[src/rtl/ppe_ifmap_fetcher.sv]
// ppe_ifmap_fetcher
//
// Fetches IFMAP rows for one PPE and buffers them for the MAC datapath.
// At timestep start the IFMAP memory pushes the first row on its own. The
// block then requests each further row, one request at a time, and stores
// the replies in a 2-entry FIFO. The FIFO head is offered to the PPE on a
// valid/ready stream.
//
// Handshakes: a transfer happens on a rising clk edge when valid and ready
// are both high. valid does not depend on ready. The payload is held stable
// while valid is high and ready is low.
//
// Ports:
//   clk, reset        clock and synchronous active-high reset
//   start             one-cycle pulse that begins a timestep
//   pkt_in_*          packets from the router: [32:29] dest, [28:25] opcode,
//                     [24:0] row bits
//   pkt_out_*         request packets to the IFMAP memory
//   row_*             head of the row FIFO: bits, absolute row index, and a
//                     flag for the final row of the timestep
//   done              all rows delivered; held until the next start or reset
//   drop_err          one-cycle pulse after a misaddressed packet is dropped
module ppe_ifmap_fetcher #(
    parameter int PE_ID        = 5,
    parameter int IMEM_ID      = 11,
    parameter int IFMAP_SIZE   = 25,
    parameter int OUTPUT_SIZE  = 21,
    parameter int OP_PPE_INPUT = 1
) (
    input  logic                  clk,
    input  logic                  reset,
    input  logic                  start,
    input  logic                  pkt_in_valid,
    output logic                  pkt_in_ready,
    input  logic [IFMAP_SIZE+7:0] pkt_in_data,
    output logic                  pkt_out_valid,
    input  logic                  pkt_out_ready,
    output logic [IFMAP_SIZE+7:0] pkt_out_data,
    output logic                  row_valid,
    input  logic                  row_ready,
    output logic [IFMAP_SIZE-1:0] row_data,
    output logic [4:0]            row_idx,
    output logic                  row_last,
    output logic                  done,
    output logic                  drop_err
);

    localparam logic [3:0] MY_ID    = 4'(PE_ID);
    localparam logic [3:0] MEM_ID   = 4'(IMEM_ID);
    localparam logic [3:0] OP_ROW   = 4'(OP_PPE_INPUT);
    localparam logic [4:0] BASE     = 5'(PE_ID - 5);
    localparam logic [4:0] LAST_IDX = 5'(PE_ID - 5 + OUTPUT_SIZE - 1);
    localparam logic [4:0] N_ROWS   = 5'(OUTPUT_SIZE);

    typedef enum logic [2:0] {
        S_IDLE       = 3'd0,
        S_WAIT_FIRST = 3'd1,
        S_ISSUE      = 3'd2,
        S_REQ        = 3'd3,
        S_WAIT_RESP  = 3'd4,
        S_DRAIN      = 3'd5,
        S_DONE       = 3'd6
    } state_t;

    state_t                state_q, state_d;
    logic [4:0]            rx_count_q, rx_count_d;
    logic [1:0]            count_q, count_d;
    logic                  rd_ptr_q, rd_ptr_d;
    logic                  wr_ptr_q, wr_ptr_d;
    logic                  drop_err_q, drop_err_d;
    logic [IFMAP_SIZE-1:0] mem_data_q [2];
    logic [IFMAP_SIZE-1:0] mem_data_d [2];
    logic [4:0]            mem_idx_q  [2];
    logic [4:0]            mem_idx_d  [2];

    logic       in_fire;
    logic       pkt_ok;
    logic       push;
    logic       pop;
    logic [4:0] next_idx;
    logic [1:0] occ_after_pop;

    // Index of the row the next accepted reply belongs to; it also names the
    // row to request while in S_REQ, since rx_count is frozen there.
    assign next_idx = BASE + rx_count_q;

    assign pkt_in_ready  = (state_q == S_WAIT_FIRST) || (state_q == S_WAIT_RESP);
    assign in_fire       = pkt_in_valid && pkt_in_ready;
    assign pkt_ok        = (pkt_in_data[IFMAP_SIZE+7 -: 4] == MY_ID) &&
                           (pkt_in_data[IFMAP_SIZE+3 -: 4] == OP_ROW);
    assign push          = in_fire && pkt_ok;
    assign pop           = row_valid && row_ready;
    assign occ_after_pop = count_q - {1'b0, pop};

    // FIFO bookkeeping. A reply is only requested when a slot is free, so a
    // push into a full FIFO cannot occur.
    always_comb begin
        mem_data_d = mem_data_q;
        mem_idx_d  = mem_idx_q;
        wr_ptr_d   = wr_ptr_q;
        rd_ptr_d   = rd_ptr_q;
        count_d    = count_q;
        if (push) begin
            mem_data_d[wr_ptr_q] = pkt_in_data[IFMAP_SIZE-1:0];
            mem_idx_d[wr_ptr_q]  = next_idx;
            wr_ptr_d             = ~wr_ptr_q;
        end
        if (pop) begin
            rd_ptr_d = ~rd_ptr_q;
        end
        case ({push, pop})
            2'b10:   count_d = count_q + 2'd1;
            2'b01:   count_d = count_q - 2'd1;
            default: count_d = count_q;
        endcase
    end

    // Next-state logic for the request sequencer.
    always_comb begin
        state_d    = state_q;
        rx_count_d = rx_count_q;
        drop_err_d = in_fire && !pkt_ok;
        case (state_q)
            S_IDLE, S_DONE: begin
                if (start) begin
                    state_d    = S_WAIT_FIRST;
                    rx_count_d = '0;
                end
            end
            S_WAIT_FIRST, S_WAIT_RESP: begin
                if (push) begin
                    rx_count_d = rx_count_q + 5'd1;
                    state_d    = S_ISSUE;
                end
            end
            S_ISSUE: begin
                if (rx_count_q == N_ROWS) begin
                    state_d = S_DRAIN;
                end else if (occ_after_pop <= 2'd1) begin
                    // A slot is guaranteed for the reply we are about to ask for.
                    state_d = S_REQ;
                end
            end
            S_REQ: begin
                if (pkt_out_ready) begin
                    state_d = S_WAIT_RESP;
                end
            end
            S_DRAIN: begin
                if (count_q == 2'd0) begin
                    state_d = S_DONE;
                end
            end
            default: state_d = S_IDLE;
        endcase
    end

    always_ff @(posedge clk) begin
        if (reset) begin
            state_q    <= S_IDLE;
            rx_count_q <= '0;
            count_q    <= '0;
            rd_ptr_q   <= 1'b0;
            wr_ptr_q   <= 1'b0;
            drop_err_q <= 1'b0;
        end else begin
            state_q    <= state_d;
            rx_count_q <= rx_count_d;
            count_q    <= count_d;
            rd_ptr_q   <= rd_ptr_d;
            wr_ptr_q   <= wr_ptr_d;
            drop_err_q <= drop_err_d;
        end
    end

    // Storage needs no reset: every read of it is gated by row_valid.
    always_ff @(posedge clk) begin
        mem_data_q <= mem_data_d;
        mem_idx_q  <= mem_idx_d;
    end

    assign pkt_out_valid = (state_q == S_REQ);
    assign pkt_out_data  = pkt_out_valid ?
                           {MEM_ID, MY_ID, {(IFMAP_SIZE-5){1'b0}}, next_idx} : '0;

    assign row_valid = (count_q != 2'd0);
    assign row_data  = row_valid ? mem_data_q[rd_ptr_q] : '0;
    assign row_idx   = row_valid ? mem_idx_q[rd_ptr_q] : '0;
    assign row_last  = row_valid && (mem_idx_q[rd_ptr_q] == LAST_IDX);
    assign done      = (state_q == S_DONE);
    assign drop_err  = drop_err_q;

endmodule

[config.mk]
export PLATFORM = sky130hd
export DESIGN_NAME = ppe_ifmap_fetcher
export DESIGN_NICKNAME = d
export VERILOG_FILES = /design/src/rtl/ppe_ifmap_fetcher.sv
export SDC_FILE = /design/constraint.sdc
export NUM_CORES = 1
export LEC_CHECK = 0
export BUFFER_PORTS_ARGS = -buffer_cell sky130_fd_sc_hd__buf_2
export CORE_ASPECT_RATIO = 0.9
export CORE_MARGIN = 2
export CORE_UTILIZATION = 55
export DETAILED_ROUTE_END_ITERATION = 16
export GPL_ROUTABILITY_DRIVEN = 0
export PLACE_DENSITY = 0.95
export SYNTH_ARGS = -nofsm -noshare
export SYNTH_HDL_FRONTEND = slang
export SYNTH_SLANG_ARGS = --single-unit
export TNS_END_PERCENT = 5
[constraint.sdc]
create_clock -name clk -period 8.3 [get_ports clk]
set_input_delay 1.66 -clock clk [delete_from_list [all_inputs] [get_ports clk]]
set_output_delay 1.66 -clock clk [all_outputs]
set_load 0.05 [all_outputs]
* Yosys cells after proc, flatten, opt, wreduce, memory -nomap -nowiden
Cells that the tools add are included.
Word-level totals: register bits 73, input port bits 39, output and inout bits 69
Operators by class: add/sub/neg operators 4, equal/unequal tests 17, multiplexer cells 26, magnitude comparators 4, bitwise operators 4, reductions and logical operators 18
Operators with widths (number):
- two-way mux 25 bit | 5
- bitwise mux 50 bit | 1
- two-way mux 5 bit | 7
- two-way mux 33 bit | 1
- demux 25 bit (select 1 bit) | 1
- two-way mux 3 bit | 6
- case mux 3 bit (5 select lines) | 1
- bitwise mux 10 bit | 1
- equality test 5 bit, second input constant | 2
- case mux 5 bit (2 select lines) | 1
- equality test 3 bit, second input constant | 3
- logical AND 1 bit | 7
- equality test 3 x 2 -> 1 bit, second input constant | 2
- inequality test 2 bit, second input constant | 3
- nonzero test 2 bit | 3
- adder 5 x 1 -> 5 bit, second input constant | 1
- demux 5 bit (select 1 bit) | 1
- AND reduction 5 bit | 1
- equality test 4 x 1 -> 1 bit, second input constant | 1
- equality test 4 x 3 -> 1 bit, second input constant | 1
- greater-or-equal comparator 2 bit, second input constant | 2
- inverter 1 -> 2 bit | 2
- case mux 2 bit (2 select lines) | 1
- OR reduction 2 bit | 2
- other kinds (16) | 17

* Longest topological paths before layout
Gate-level depths: netlist (run 1).
depth after elaboration 7, mapped depth 9, mapped depth without buffers 9

* Worst setup path before layout (run 1)
No wires, ideal clock.
path type input to register, from in pkt_in_data[26], to reg mem_data_q[0] (netlist name) (enable), setup time 0.417 ns, buffers on the path 0, slack 3.947 ns, cell stages on the path 4, arrival 3.936 ns, cell sequence or4b_4 > nor2_2 > nand3_1 > nor2_1
Between the ends: word-level cells in the longest chain between the ends 3
RTL lines:
- start, declared | RTL line 35 | input logic [IFMAP_SIZE+7:0] pkt_in_data,
- equality test 4 x 1 -> 1 bit | RTL line 90 | (pkt_in_data[IFMAP_SIZE+3 -: 4] == OP_ROW);
- logical AND 1 bit | RTL line 89 | assign pkt_ok = (pkt_in_data[IFMAP_SIZE+7 -: 4] == MY_ID) &&
- logical AND 1 bit | RTL line 91 | assign push = in_fire && pkt_ok;
- end signal, assigned | RTL line 178 | mem_data_q <= mem_data_d;
- end, declared | RTL line 71 | logic [IFMAP_SIZE-1:0] mem_data_q [2];
Every way passes these cells. A chain may end at the register's enable or synchronous reset.

* Worst setup path after layout (run 1)
from reg rd_ptr_q, to out row_last
Between the ends: word-level cells in the longest chain between the ends 6
RTL lines:
- start, declared | RTL line 68 | logic rd_ptr_q, rd_ptr_d;
- start signal, assigned | RTL line 170 | rd_ptr_q <= rd_ptr_d;
- inverter 1 -> 2 bit (not written as such) | RTL line 189 | assign row_last = row_valid && (mem_idx_q[rd_ptr_q] == LAST_IDX);
- two-way mux 5 bit (not written as such) (3 in a row) | RTL line 189
- equality test 5 bit | RTL line 189
- logical AND 1 bit | RTL line 189
- end, declared | RTL line 43 | output logic row_last,
Every way passes these cells. The select of a mux whose other input is x is not followed.

==> results of run 1 <==
layer usage:
metal / GRT usage / vias to the layer above / wire length [um]
met5: 0 / - / 0
met4: 0.0734 / 0 / 110
met3: 0.0904 / 10 / 516
met2: 0.304 / 105 / 2940
met1: 0.200 / 997 / 2270
li1: - / 1087 / -
registers in the layout, summed over array words and instances, names as in the netlist:
register,count
count_q,2
drop_err,1
mem_data_q,50
mem_idx_q,10
rd_ptr_q,1
rx_count_q,5
state_q,3
wr_ptr_q,1
power by group through the flow:
stage | combinational [mW] | sequential [mW] | clock, mW
5_1_grt | 0.225 | 0.438 | 0.274
2_1_floorplan | 0.188 | 0.426 | 0
3_3_place_gp | 0.197 | 0.441 | 0
6_report | 0.205 | 0.436 | 0.250
3_5_place_dp | 0.202 | 0.443 | 0
4_1_cts | 0.205 | 0.435 | 0.257
worst min-delay path by stage:
stage                  startpoint           end  slack, ns  depth (start not counted)
floorplan           rx_count_q[4]  mem_idx_q[4]       0.46                          0
global placement       count_q[1]    count_q[1]       0.51                          2
detailed placement     count_q[1]    count_q[1]       0.53                          2
CTS                    count_q[1]    count_q[1]       0.54                          2
global route        rx_count_q[4]  mem_idx_q[9]       0.57                          0
finish              rx_count_q[3]  mem_idx_q[8]       0.55                          0
synthesized netlist by cell type, drive strengths merged:
master    n
buf      32
o211ai    1
xnor2     4
nor4      2
nand2b    3
o31ai     1
or4b      1
inv       8
a21o      1
and4b     1
or4       3
xor2      2
o21ai     6
nor3      3
o2111ai   2
and3      7
edfxtp   60
nand4b    1
o22ai     1
nor4b     2
nand3     4
clkbuf    7
conb      1
a21oi     9
o41ai     1
ha        4
nand4bb   1
nand2     5
dfxtp    13
a22o      1
nor3b     1
or3       3
mux2i    31
o211a     1
nor4bb    1
a211oi    2
and2      3
nor2     41
per-stage QoR:
step / power [mW] / worst slack [ns] / instance area (um2) / hold WS, ns
6_report: 0.892 / 4.52 / 3930 / 0.554
5_1_grt: 0.937 / 4.31 / 3930 / 0.572
2_1_floorplan: 0.614 / 3.95 / 3470 / 0.462
3_5_place_dp: 0.645 / 4.28 / 3750 / 0.529
3_3_place_gp: 0.638 / 4.36 / 3750 / 0.511
4_1_cts: 0.897 / 4.48 / 3930 / 0.544
cells by family (layout without fill, tap and decap cells):
kind of cell,count (synthesis),count (layout),synth area share
AO/OA/AOI/OAI,26,26,0.0591
multiplexers,31,31,0.0915
buffers and inverters,47,109,0.0845
flip-flops,73,73,0.608
XOR/XNOR,6,6,0.0155
AND/OR/NAND/NOR,82,82,0.125
other,1,23,0.00111
adder cells (fa/ha/maj),4,4,0.0148
worst max-delay path, stage by stage, from the launching register on:
cell	delay, ns
dfxtp_2	0.94
mux2i_1	0.26
nor3_1	0.27
buf_2	0.31
final cells by class:
| cell class | instances | area, um2 |
|---|---|---|
| Sequential cell | 73 | 2060 |
| Clock inverter | 4 | 43.8 |
| Tap cell | 72 | 90.1 |
| Timing Repair Buffer | 85 | 428 |
| Multi-Input combinational cell | 172 | 1140 |
| Clock buffer | 12 | 135 |
| Fill cell | 459 | 2120 |
| Inverter | 8 | 30.0 |
==> metrics.md, run 1 <==
| Metric | Value |
|---|---|
| Power per Cell Area | 227 mW/mm2 |
| WP data arrival | about 2.1 ns |
| Routed vias | about 2200 |
| Yosys top cell area share | 0.532 |
| Share of total power in combinational logic | 0.230 |
| First-pass GRT wire length | between 9000 and 10000 um |
| Worst Path Required | 6.64 ns |
| Wire length per cell | 13.7 um |
| Initial Utilization | 0.561 |
| Fin Clk Skew | 0.0108 ns |
| Post-Syn Instances | 270 |
| Area grow syn2layout | 16.0% |
| Status | complete, no violations |
| Initial antenna violation count | 0 |
| Post-route ant nets | 0 |
| 1st-pass router iterations | 5 |
| CP startpoint | rd_ptr_q |
| DP HPWL | 4140 um |
| Root buffer cell | clkbuf_8 |
| Final setup violation count | 0 |
| Layout cell share with drive strength beyond 1 | 0.299 |
| Final core occ | 0.650 |
| Internal power | 0.612 mW |
| Drt drc | 0 |
| Final wirelength | 5830 um |
| Antenna Diode Count | 0 |
| Largest net degree at the start of global routing | 34 |
| Core area | 0.00605 mm2 |
| Synthesized area | 0.00339 mm2 |
| CTS buffer count | 9 |
| Placed Instances | 410 |
| Vias in the first global route | 2038 |
| Die span in x | 86.8 um |
| CTS clk-pin slew, worst paths | 0.06 ns |
| Full die area | just under 0.007 mm2 |
| Worst-margin pin slew | 0.936 ns |
| Setup Buffers After CTS | 0 |
| Die H | 78.5 um |
| Peak supply drop | 0.156 mV |
| Crit Path Category | flop to output port |
| PostCTS Resize Cnt | 0 |
| Most frequent cells in the layout | buf_2, edfxtp_1, nor2_1, mux2i_1, conb_1 |
| Min Tclk post-route | 3.78 ns |
| Hold Buf Count CTS | 0 |
| Net Switching | between 0.2 and 0.3 mW |
| FF-to-FF path depth | 5 |
| Startpoint Class | flop |
| Hold Path Class | flop to flop |
| Crit. End Element | output port |
| Period Utilization, post-route | 0.456 |
| Synth warnings | 0 |
| Setup TNS | 0 ns |
| Final Max Slew Viols | 0 |
| CP max FO | 33 |
| I/O pins | 108 |
| P_leak | approximately 1.6 nW |
| Syn_area_per_cell | 12.6 um2 |
| Max_slew headroom | 0.376 |
| Reg-to-reg critical path endpoint | mem_idx_q[3] |
| Maximum clock rate | 0.264 GHz |
| Clock Path Buffers | 2 |
| Final Non-Filler Cells | ~430 |
| R2R setup slack | 5.53 ns |
| Nets | 392 |
| Seq cells post-synth | 73 |
| Total gr overflow | 0 |
| CTS tree | yes |
| Via density per instance | 5.16 |
| Worst R2R Start | state_q[0] |
| # rows | 27 |
| Yosys top cell by area | edfxtp_1 |
| Unrepaired setup endpoints after global routing | no |
| Clk network pwr share | 0.281 |
| Register area share after synthesis | 0.608 |
| CTS HTree Levels | 3 |
| Most common cell after layout, fill and taps aside | buf_2 |
| Max-cap viol count | 0 |
| CTS sink cnt | 73 |
| Tot GR Track Use | 0.183 |
| Final hold violations | 0 |
| Top cells by area, synth | edfxtp_1, mux2i_1, dfxtp_1 |
| Netlist cell types | 44 |
| Sw Ratio | 0.314 |
| Initial drt markers | 97 |
| Setup crit end | row_last |
| Number of port buffers | 84 |
| Clock Latency Late Sink | 0.34 ns |
| Seq pwr share | 0.489 |
No activity file was read; power rests on OpenSTA's default activity.
==> run 2, diff against run 1 <==
--- a/config.mk
+++ b/config.mk
@@ -5,13 +5,14 @@
 export SDC_FILE = /design/constraint.sdc
 export NUM_CORES = 1
 export LEC_CHECK = 0
+export ABC_AREA = 1
 export BUFFER_PORTS_ARGS = -buffer_cell sky130_fd_sc_hd__buf_2
 export CORE_ASPECT_RATIO = 0.9
 export CORE_MARGIN = 2
-export CORE_UTILIZATION = 55
+export CORE_UTILIZATION = 51
 export DETAILED_ROUTE_END_ITERATION = 16
 export GPL_ROUTABILITY_DRIVEN = 0
-export PLACE_DENSITY = 0.95
+export PLACE_DENSITY = 0.92
 export SYNTH_ARGS = -nofsm -noshare
 export SYNTH_HDL_FRONTEND = slang
 export SYNTH_SLANG_ARGS = --single-unit
==> constraint.sdc (replaced) <==
create_clock -name clk -period 3.6 [get_ports clk]
set_input_delay 0.72 -clock clk [delete_from_list [all_inputs] [get_ports clk]]
set_output_delay 0.72 -clock clk [all_outputs]
set_load 0.05 [all_outputs]
==> run 2 against run 1 <==
Net effect:
- clock skew fell by 0.0018 ns
- count of clock-buffer cells in the layout rose by 1
- via count rose by 16%
- critical path type unchanged
- highest routed layer unchanged
==> metrics.md, run 2 <==
| Metric | Value |
|---|---|
| Status | complete, no violations (unchanged) |
| Yosys top cell by area | edfxtp_1 (unchanged) |
| Via density per instance | 4.88 (was 5.16) |
| Worst Path Required | 2.88 ns (was 6.64 ns) |
| Fin Clk Skew | 0.00897 ns (was 0.0108 ns) |
| Clock Path Buffers | 2 (unchanged) |
| Final setup violation count | 0 (unchanged) |
| Die H | 81.8 um (was 78.5 um) |
| Most frequent cells in the layout | nand2_1, buf_2, edfxtp_1, nor2_1, a21oi_1 (was buf_2, edfxtp_1, nor2_1, mux2i_1, conb_1) |
| Largest stage delay, worst path | 0.44 ns (was 0.94 ns) |
| WP data arrival | 2.22 ns (was 2.12 ns) |
| Min Tclk post-route | 2.94 ns |
| Register area share after synthesis | 0.601 (was 0.608) |
| CP max FO | 30 (was 33) |
| Sequence of cells on the critical path | inv_1 > nand2_1 > inv_1 > a21oi_1 > nand3b_1 > nor2_1 > buf_2 (was mux2i_1 > nor3_1 > buf_2) |
| Maximum clock rate | 0.340 GHz |
| Final Max Slew Viols | 0 (unchanged) |
| Drt drc | 0 (unchanged) |
| Seq pwr share | 0.437 (was 0.489) |
| Tot GR Track Use | 0.191 (was 0.183) |
| Most common library cells after synthesis | nand2_1, edfxtp_1, nor2_1 (was edfxtp_1, nor2_1, mux2i_1) |
| Top flop regs | mem_data_q: 50 flops, mem_idx_q: 10 flops, rx_count_q: 5 flops (unchanged) |
| Hold Buf Count CTS | 0 (unchanged) |
| Number of synthesized flops with an enable pin | 60 (unchanged) |
| CTS clk-pin slew, worst paths | 0.07 ns (was 0.06 ns) |
| Total gr overflow | 0 (unchanged) |
| Max_slew headroom | 0.362 (was 0.376) |
| Share of total power in combinational logic | 0.314 (was 0.230) |
| Filler cell count | 520 (was 459) |
| DP HPWL | 4770 um (was 4140 um) |
| Final wirelength | 6790 um (was 5830 um) |
| Startpoint Class | flop (unchanged) |
| Most common cell after layout, fill and taps aside | nand2_1 (was buf_2) |
| PostCTS Resize Cnt | 0 (unchanged) |
| Nets | 469 (was 392) |
| Power per Cell Area | 587 mW/mm2 (was 227 mW/mm2) |
| CTS tree | yes (unchanged) |
| CTS HTree Levels | 3 (unchanged) |
| Netlist cell types | 32 (was 44) |
| Area grow syn2layout | 17.0% (was 16.0%) |
| Yosys top cell area share | 0.525 (was 0.532) |
| Number of port buffers | 84 (unchanged) |
| Crit. End Element | output port (unchanged) |
| Top cells by area, synth | edfxtp_1, nand2_1, dfxtp_1 (was edfxtp_1, mux2i_1, dfxtp_1) |
| Post-Syn Instances | 343 (was 270) |
| # rows | 28 (was 27) |
| Max reg flops | 50 (unchanged) |
| Post-route ant nets | 0 (unchanged) |
| Setup TNS | 0 ns (unchanged) |
| CP dominant cell by count | inv_1 |
| CTS sink cnt | 73 (unchanged) |
| Slowest stage cell on the critical path | inv_1 (was dfxtp_2) |
| I/O pins | 108 (unchanged) |
| P_leak | 1.79 nW (was 1.56 nW) |
| Top-count cell post-synth | nand2_1 (was edfxtp_1) |
| Placed Instances | 505 (was 410) |
| Seq cells post-synth | 73 (unchanged) |
| Biggest register | mem_data_q (unchanged) |
| Vias in the first global route | 2379 (was 2038) |
| Core area | 0.00655 mm2 (was 0.00605 mm2) |
| Die span in x | 90.5 um (was 86.8 um) |
| Max-cap viol count | 0 (unchanged) |
| Root buffer cell | clkbuf_8 (unchanged) |
| Sw Ratio | 0.362 (was 0.314) |
| Clk network pwr share | 0.250 (was 0.281) |
| Syn_area_per_cell | 10.0 um2 (was 12.6 um2) |
| Final Non-Filler Cells | 521 (was 426) |
| Internal power | 1.50 mW (was 0.612 mW) |
| Initial Utilization | 0.524 (was 0.561) |
| Top_reg_cell synth | edfxtp_1 (unchanged) |
| Full die area | 0.00740 mm2 (was 0.00681 mm2) |
| Initial drt markers | 127 (was 97) |
| Hold Path Class | flop to flop (unchanged) |
| Largest net degree at the start of global routing | 32 (was 34) |
| Synth warnings | 0 (unchanged) |
| CTS buffer count | 9 (unchanged) |
| Synthesized area | 0.00343 mm2 (was 0.00339 mm2) |
| Initial antenna violation count | 0 (unchanged) |
| Clock Latency Late Sink | 0.33 ns (was 0.34 ns) |
| 1st-pass router iterations | 4 (was 5) |
| Asr flop ratio synth | 0 (unchanged) |
| Antenna Diode Count | 0 (unchanged) |
| Setup Buffers After CTS | 0 (unchanged) |
| Peak supply drop | 0.452 mV (was 0.156 mV) |
| Wire length per cell | 13.0 um (was 13.7 um) |
| Layout cell share with drive strength beyond 1 | 0.271 (was 0.299) |
| First-pass GRT wire length | 10900 um (was 9180 um) |
| Crit Path Category | flop to output port (unchanged) |
| Routed vias | 2541 (was 2199) |
| Final hold violations | 0 (unchanged) |
| Unrepaired setup endpoints after global routing | no (unchanged) |
| Net Switching | 0.852 mW (was 0.280 mW) |
| Period Utilization, post-route | 0.817 |
| Worst-margin pin slew | 0.955 ns (was 0.936 ns) |
## run 2: cell count changes after synthesis, moves of 4 or more
cell and change:
nand2_1 +80, mux2i_1 -28, a21oi_1 +25, inv_1 +14
and3_1 -7, nand3_1 +6, nand2_4 +4
## run 2: final cells by class
class                      count  area [um2]  area share
multi-input combinational    228        1110       0.277
sequential                    73        2060       0.514
clock buffer                  13         139      0.0346
tap                           90         113      0.0281
clock inverter                 3        42.5      0.0106
timing repair buffer          87         443       0.110
inverter                      27         103      0.0256
## run 2: cells by family after synthesis
kind of cell,synth area share
AO/OA/AOI/OAI,0.0613
XOR/XNOR,0.00255
adder cells (fa/ha/maj),0.0146
buffers and inverters,0.102
flip-flops,0.601
multiplexers,0.00875
other,0.00109
AND/OR/NAND/NOR,0.209
## run 2: critical path: cells and delay by family, from the launching register on
family / cells / cell delay [ns]
compound gates: 1 / 0.35
buf+inv: 3 / 0.78
flops: 1 / 0.38
simple gates: 3 / 0.37
## run 2: final timing paths
kind	startpoint	end	slack (ns)	cells past startpoint
worst min-delay path	count_q[0]	count_q[0]	0.51	1
worst max register to register	state_q[2]	mem_data_q[4]	1.48	6
worst max-delay path	count_q[0]	row_last	0.66	7
worst min register to register	count_q[0]	count_q[0]	0.51	1
## run 2: metal layers
layer	track usage	vias up	part of all wire
met5	0	-	0
met4	0.0754	0	0.0053
met3	0.0523	4	0.056
met2	0.331	95	0.51
met1	0.231	1194	0.43
li1	-	1248	-
## run 2: metrics by stage
| step | hold slack (ns) | setup WS (ns) | utilization | power [mW] | instance area (um2) |
|---|---|---|---|---|---|
| global route | 0.539 | 0.464 | 0.613 | 2.49 | 4010 |
| finish | 0.506 | 0.658 | 0.613 | 2.35 | 4010 |
| global placement | 0.452 | 1.09 | 0.585 | 1.75 | 3830 |
| CTS | 0.505 | 0.679 | 0.613 | 2.36 | 4010 |
| detailed placement | 0.492 | 1.03 | 0.585 | 1.78 | 3830 |
| floorplan | 0.443 | 0.309 | - | 1.66 | 3510 |
## run 2: power groups by stage
stage,registers (mW),clock network [mW],logic (mW)
finish,1.03,0.588,0.739
global placement,1.04,0,0.706
global route,1.04,0.637,0.818
detailed placement,1.05,0,0.735
floorplan,1.03,0,0.627
CTS,1.03,0.600,0.737
==> run 3, diff against run 2 <==
==> constraint.sdc (replaced) <==
create_clock -name clk -period 2.9 [get_ports clk]
set_input_delay 0.58 -clock clk [delete_from_list [all_inputs] [get_ports clk]]
set_output_delay 0.58 -clock clk [all_outputs]
set_load 0.05 [all_outputs]
==> run 3 against run 2 <==
Net effect:
- total power grew 26%
- sequential power rose by 24%
- first-iteration DRC count rose by 27%
- worst setup slack worse by 0.29 ns
- hold slack worse by 0.074 ns
- clock power increased by 32%
- count of clock-buffer cells in the layout is 3 lower
- critical path depth fell by 1
- flip-flop and latch count is the same
- critical path type unchanged
- critical endpoint is now row_data[10]
==> metrics.md, run 3 (same netlist as run 2, synthesis figures left out) <==
| Metric | Value |
|---|---|
| Routed vias | 2571 (was 2541) |
| Crit Path Category | flop to output port (unchanged) |
| Dpl ws | 0.743 ns (was 1.03 ns) |
| Final wirelength | 6950 um (was 6790 um) |
| Core area | 0.00655 mm2 (unchanged) |
| Internal power | 1.87 mW (was 1.50 mW) |
| CTS tree | yes (unchanged) |
| Initial Utilization | 0.524 (unchanged) |
| Biggest register | mem_data_q (unchanged) |
| Full die area | 0.00740 mm2 (unchanged) |
| Post-route ant nets | 0 (unchanged) |
| Top flop regs | mem_data_q: 50 flops, mem_idx_q: 10 flops, rx_count_q: 5 flops (unchanged) |
| Sequence of cells on the critical path | inv_1 > nand2_1 > inv_1 > buf_4 > a21oi_1 > buf_2 (was inv_1 > nand2_1 > inv_1 > a21oi_1 > nand3b_1 > nor2_1 > buf_2) |
| Fin Clk Skew | 0.00864 ns (was 0.00897 ns) |
| M1 WL | 2860 um (was 2890 um) |
| Startpoint Class | flop (unchanged) |
| Status | complete, no violations (unchanged) |
| Final Max Slew Viols | 0 (unchanged) |
| Crit. End Element | output port (unchanged) |
| Number of port buffers | 84 (unchanged) |
| Pwr Total | 2.96 mW (was 2.35 mW) |
| CTS sink cnt | 73 (unchanged) |
| Root buffer cell | clkbuf_8 (unchanged) |
| Sw Ratio | 0.370 (was 0.362) |
| Wire length per cell | 13.3 um (was 13.0 um) |
| Filler cell count | 520 (unchanged) |
| Initial drt markers | 161 (was 127) |
| Buffer and inverter count on the worst path | 4 (was 3) |
| Largest stage delay, worst path | 0.39 ns (was 0.44 ns) |
| Clock Path Buffers | 2 (unchanged) |
| PostCTS Resize Cnt | 0 (unchanged) |
| Setup Buffers After CTS | 0 (unchanged) |
| Min Tclk post-route | 2.53 ns |
| Largest net degree at the start of global routing | 31 (was 32) |
| 1st-pass router iterations | 4 (unchanged) |
| Final Non-Filler Cells | 524 (was 521) |
| Clock Latency Late Sink | 0.34 ns (was 0.33 ns) |
| CTS clk-pin slew, worst paths | 0.08 ns (was 0.07 ns) |
| Most common cell after layout, fill and taps aside | nand2_1 (unchanged) |
| CP dominant cell by count | inv_1 (unchanged) |
| Die H | 81.8 um (unchanged) |
| Share of total power in combinational logic | 0.307 (was 0.314) |
| Metal3 WL | 533 um (was 377 um) |
| # rows | 28 (unchanged) |
| I/O pins | 108 (unchanged) |
| Max-cap viol count | 0 (unchanged) |
| WL met2 | 3480 um (about the same) |
| Hold_ws | 0.432 ns (was 0.506 ns) |
| Initial antenna violation count | 0 (unchanged) |
| Top layer in use | met4 (unchanged) |
| Total gr overflow | 0 (unchanged) |
| Via density per instance | 4.91 (was 4.88) |
| Placed Instances | 508 (was 505) |
| CTS buffer count | 9 (unchanged) |
| CP top delay family | buffers and inverters (unchanged) |
| First-pass GRT wire length | 11200 um (was 10900 um) |
| CTS HTree Levels | 3 (unchanged) |
| Most frequent cells in the layout | nand2_1, buf_2, edfxtp_1, nor2_1, a21oi_1 (unchanged) |
| Net Switching | 1.10 mW (was 0.852 mW) |
| Setup TNS | 0 ns (unchanged) |
| P_leak | 1.81 nW (was 1.79 nW) |
| Final setup margin | 0.366 ns (was 0.658 ns) |
| DP HPWL | 4870 um (was 4770 um) |
| Area grow syn2layout | 18.0% (was 17.0%) |
| Peak supply drop | 0.602 mV (was 0.452 mV) |
| Period Utilization, post-route | 0.874 |
| Antenna Diode Count | 0 (unchanged) |
| CP max FO | 17 (was 30) |
| Nets | 472 (was 469) |
| Power per Cell Area | 732 mW/mm2 (was 587 mW/mm2) |
| Hold Path Class | input port to flop (was flop to flop) |
| Maximum clock rate | between 0.3 and 0.4 GHz |
| Layout cell share with drive strength beyond 1 | 0.286 (was 0.271) |
| Hold Buf Count CTS | 0 (unchanged) |
| Final hold violations | 0 (unchanged) |
| Final setup violation count | 0 (unchanged) |
| Slowest stage cell on the critical path | dfxtp_1 (was inv_1) |
| Seq pwr share | 0.430 (was 0.437) |
| Drt drc | 0 (unchanged) |
| Vias in the first global route | 2417 (was 2379) |
| Clk network pwr share | 0.262 (was 0.250) |
| Max reg flops | 50 (unchanged) |
| Die span in x | 90.5 um (unchanged) |
| Tot GR Track Use | 0.195 (was 0.191) |
| Worst Path Required | 2.32 ns (was 2.88 ns) |
| WP data arrival | 1.95 ns (was 2.22 ns) |
| Unrepaired setup endpoints after global routing | no (unchanged) |
==> run 3: stage by stage <==
step	instance area, um2	utilization
after floorplan	3520	-
after global placement	3850	0.588
after detailed placement	3850	0.588
after CTS	4050	0.618
after global routing	4050	0.618
final	4050	0.618
==> run 3: layout make-up <==
class,instances,area (um2),share of cell area
clock buffer,10,128,0.0315
clock inverter,6,67.6,0.0167
inverter,27,103,0.0253
multi-input combinational,228,1110,0.274
sequential,73,2060,0.509
tap,90,113,0.0278
timing repair buffer,90,465,0.115
==> run 3: power by group through the flow <==
stage               combinational, mW  clock, mW  sequential (mW)
CTS                             0.907      0.794             1.27
detailed placement              0.905          0             1.30
global placement                0.878          0             1.29
global route                     1.01      0.829             1.29
finish                          0.910      0.777             1.28
floorplan                       0.778          0             1.28
==> run 3: worst paths after layout <==
| path | cells after the start | to | startpoint | slack, ns |
|---|---|---|---|---|
| worst max-delay path | 6 | row_data[10] | count_q[0] | 0.37 |
| worst min-delay path | 1 | mem_data_q[28] | pkt_in_data[3] | 0.43 |
| worst max register to register | 7 | mem_data_q[8] | state_q[2] | 0.98 |
| worst min register to register | 1 | count_q[1] | count_q[1] | 0.49 |
==> run 3: routing by layer <==
metal,GRT usage,vias to the layer above
met2,0.336,129
met1,0.232,1180
met3,0.0550,8
met5,0,-
li1,-,1254
met4,0.0892,0
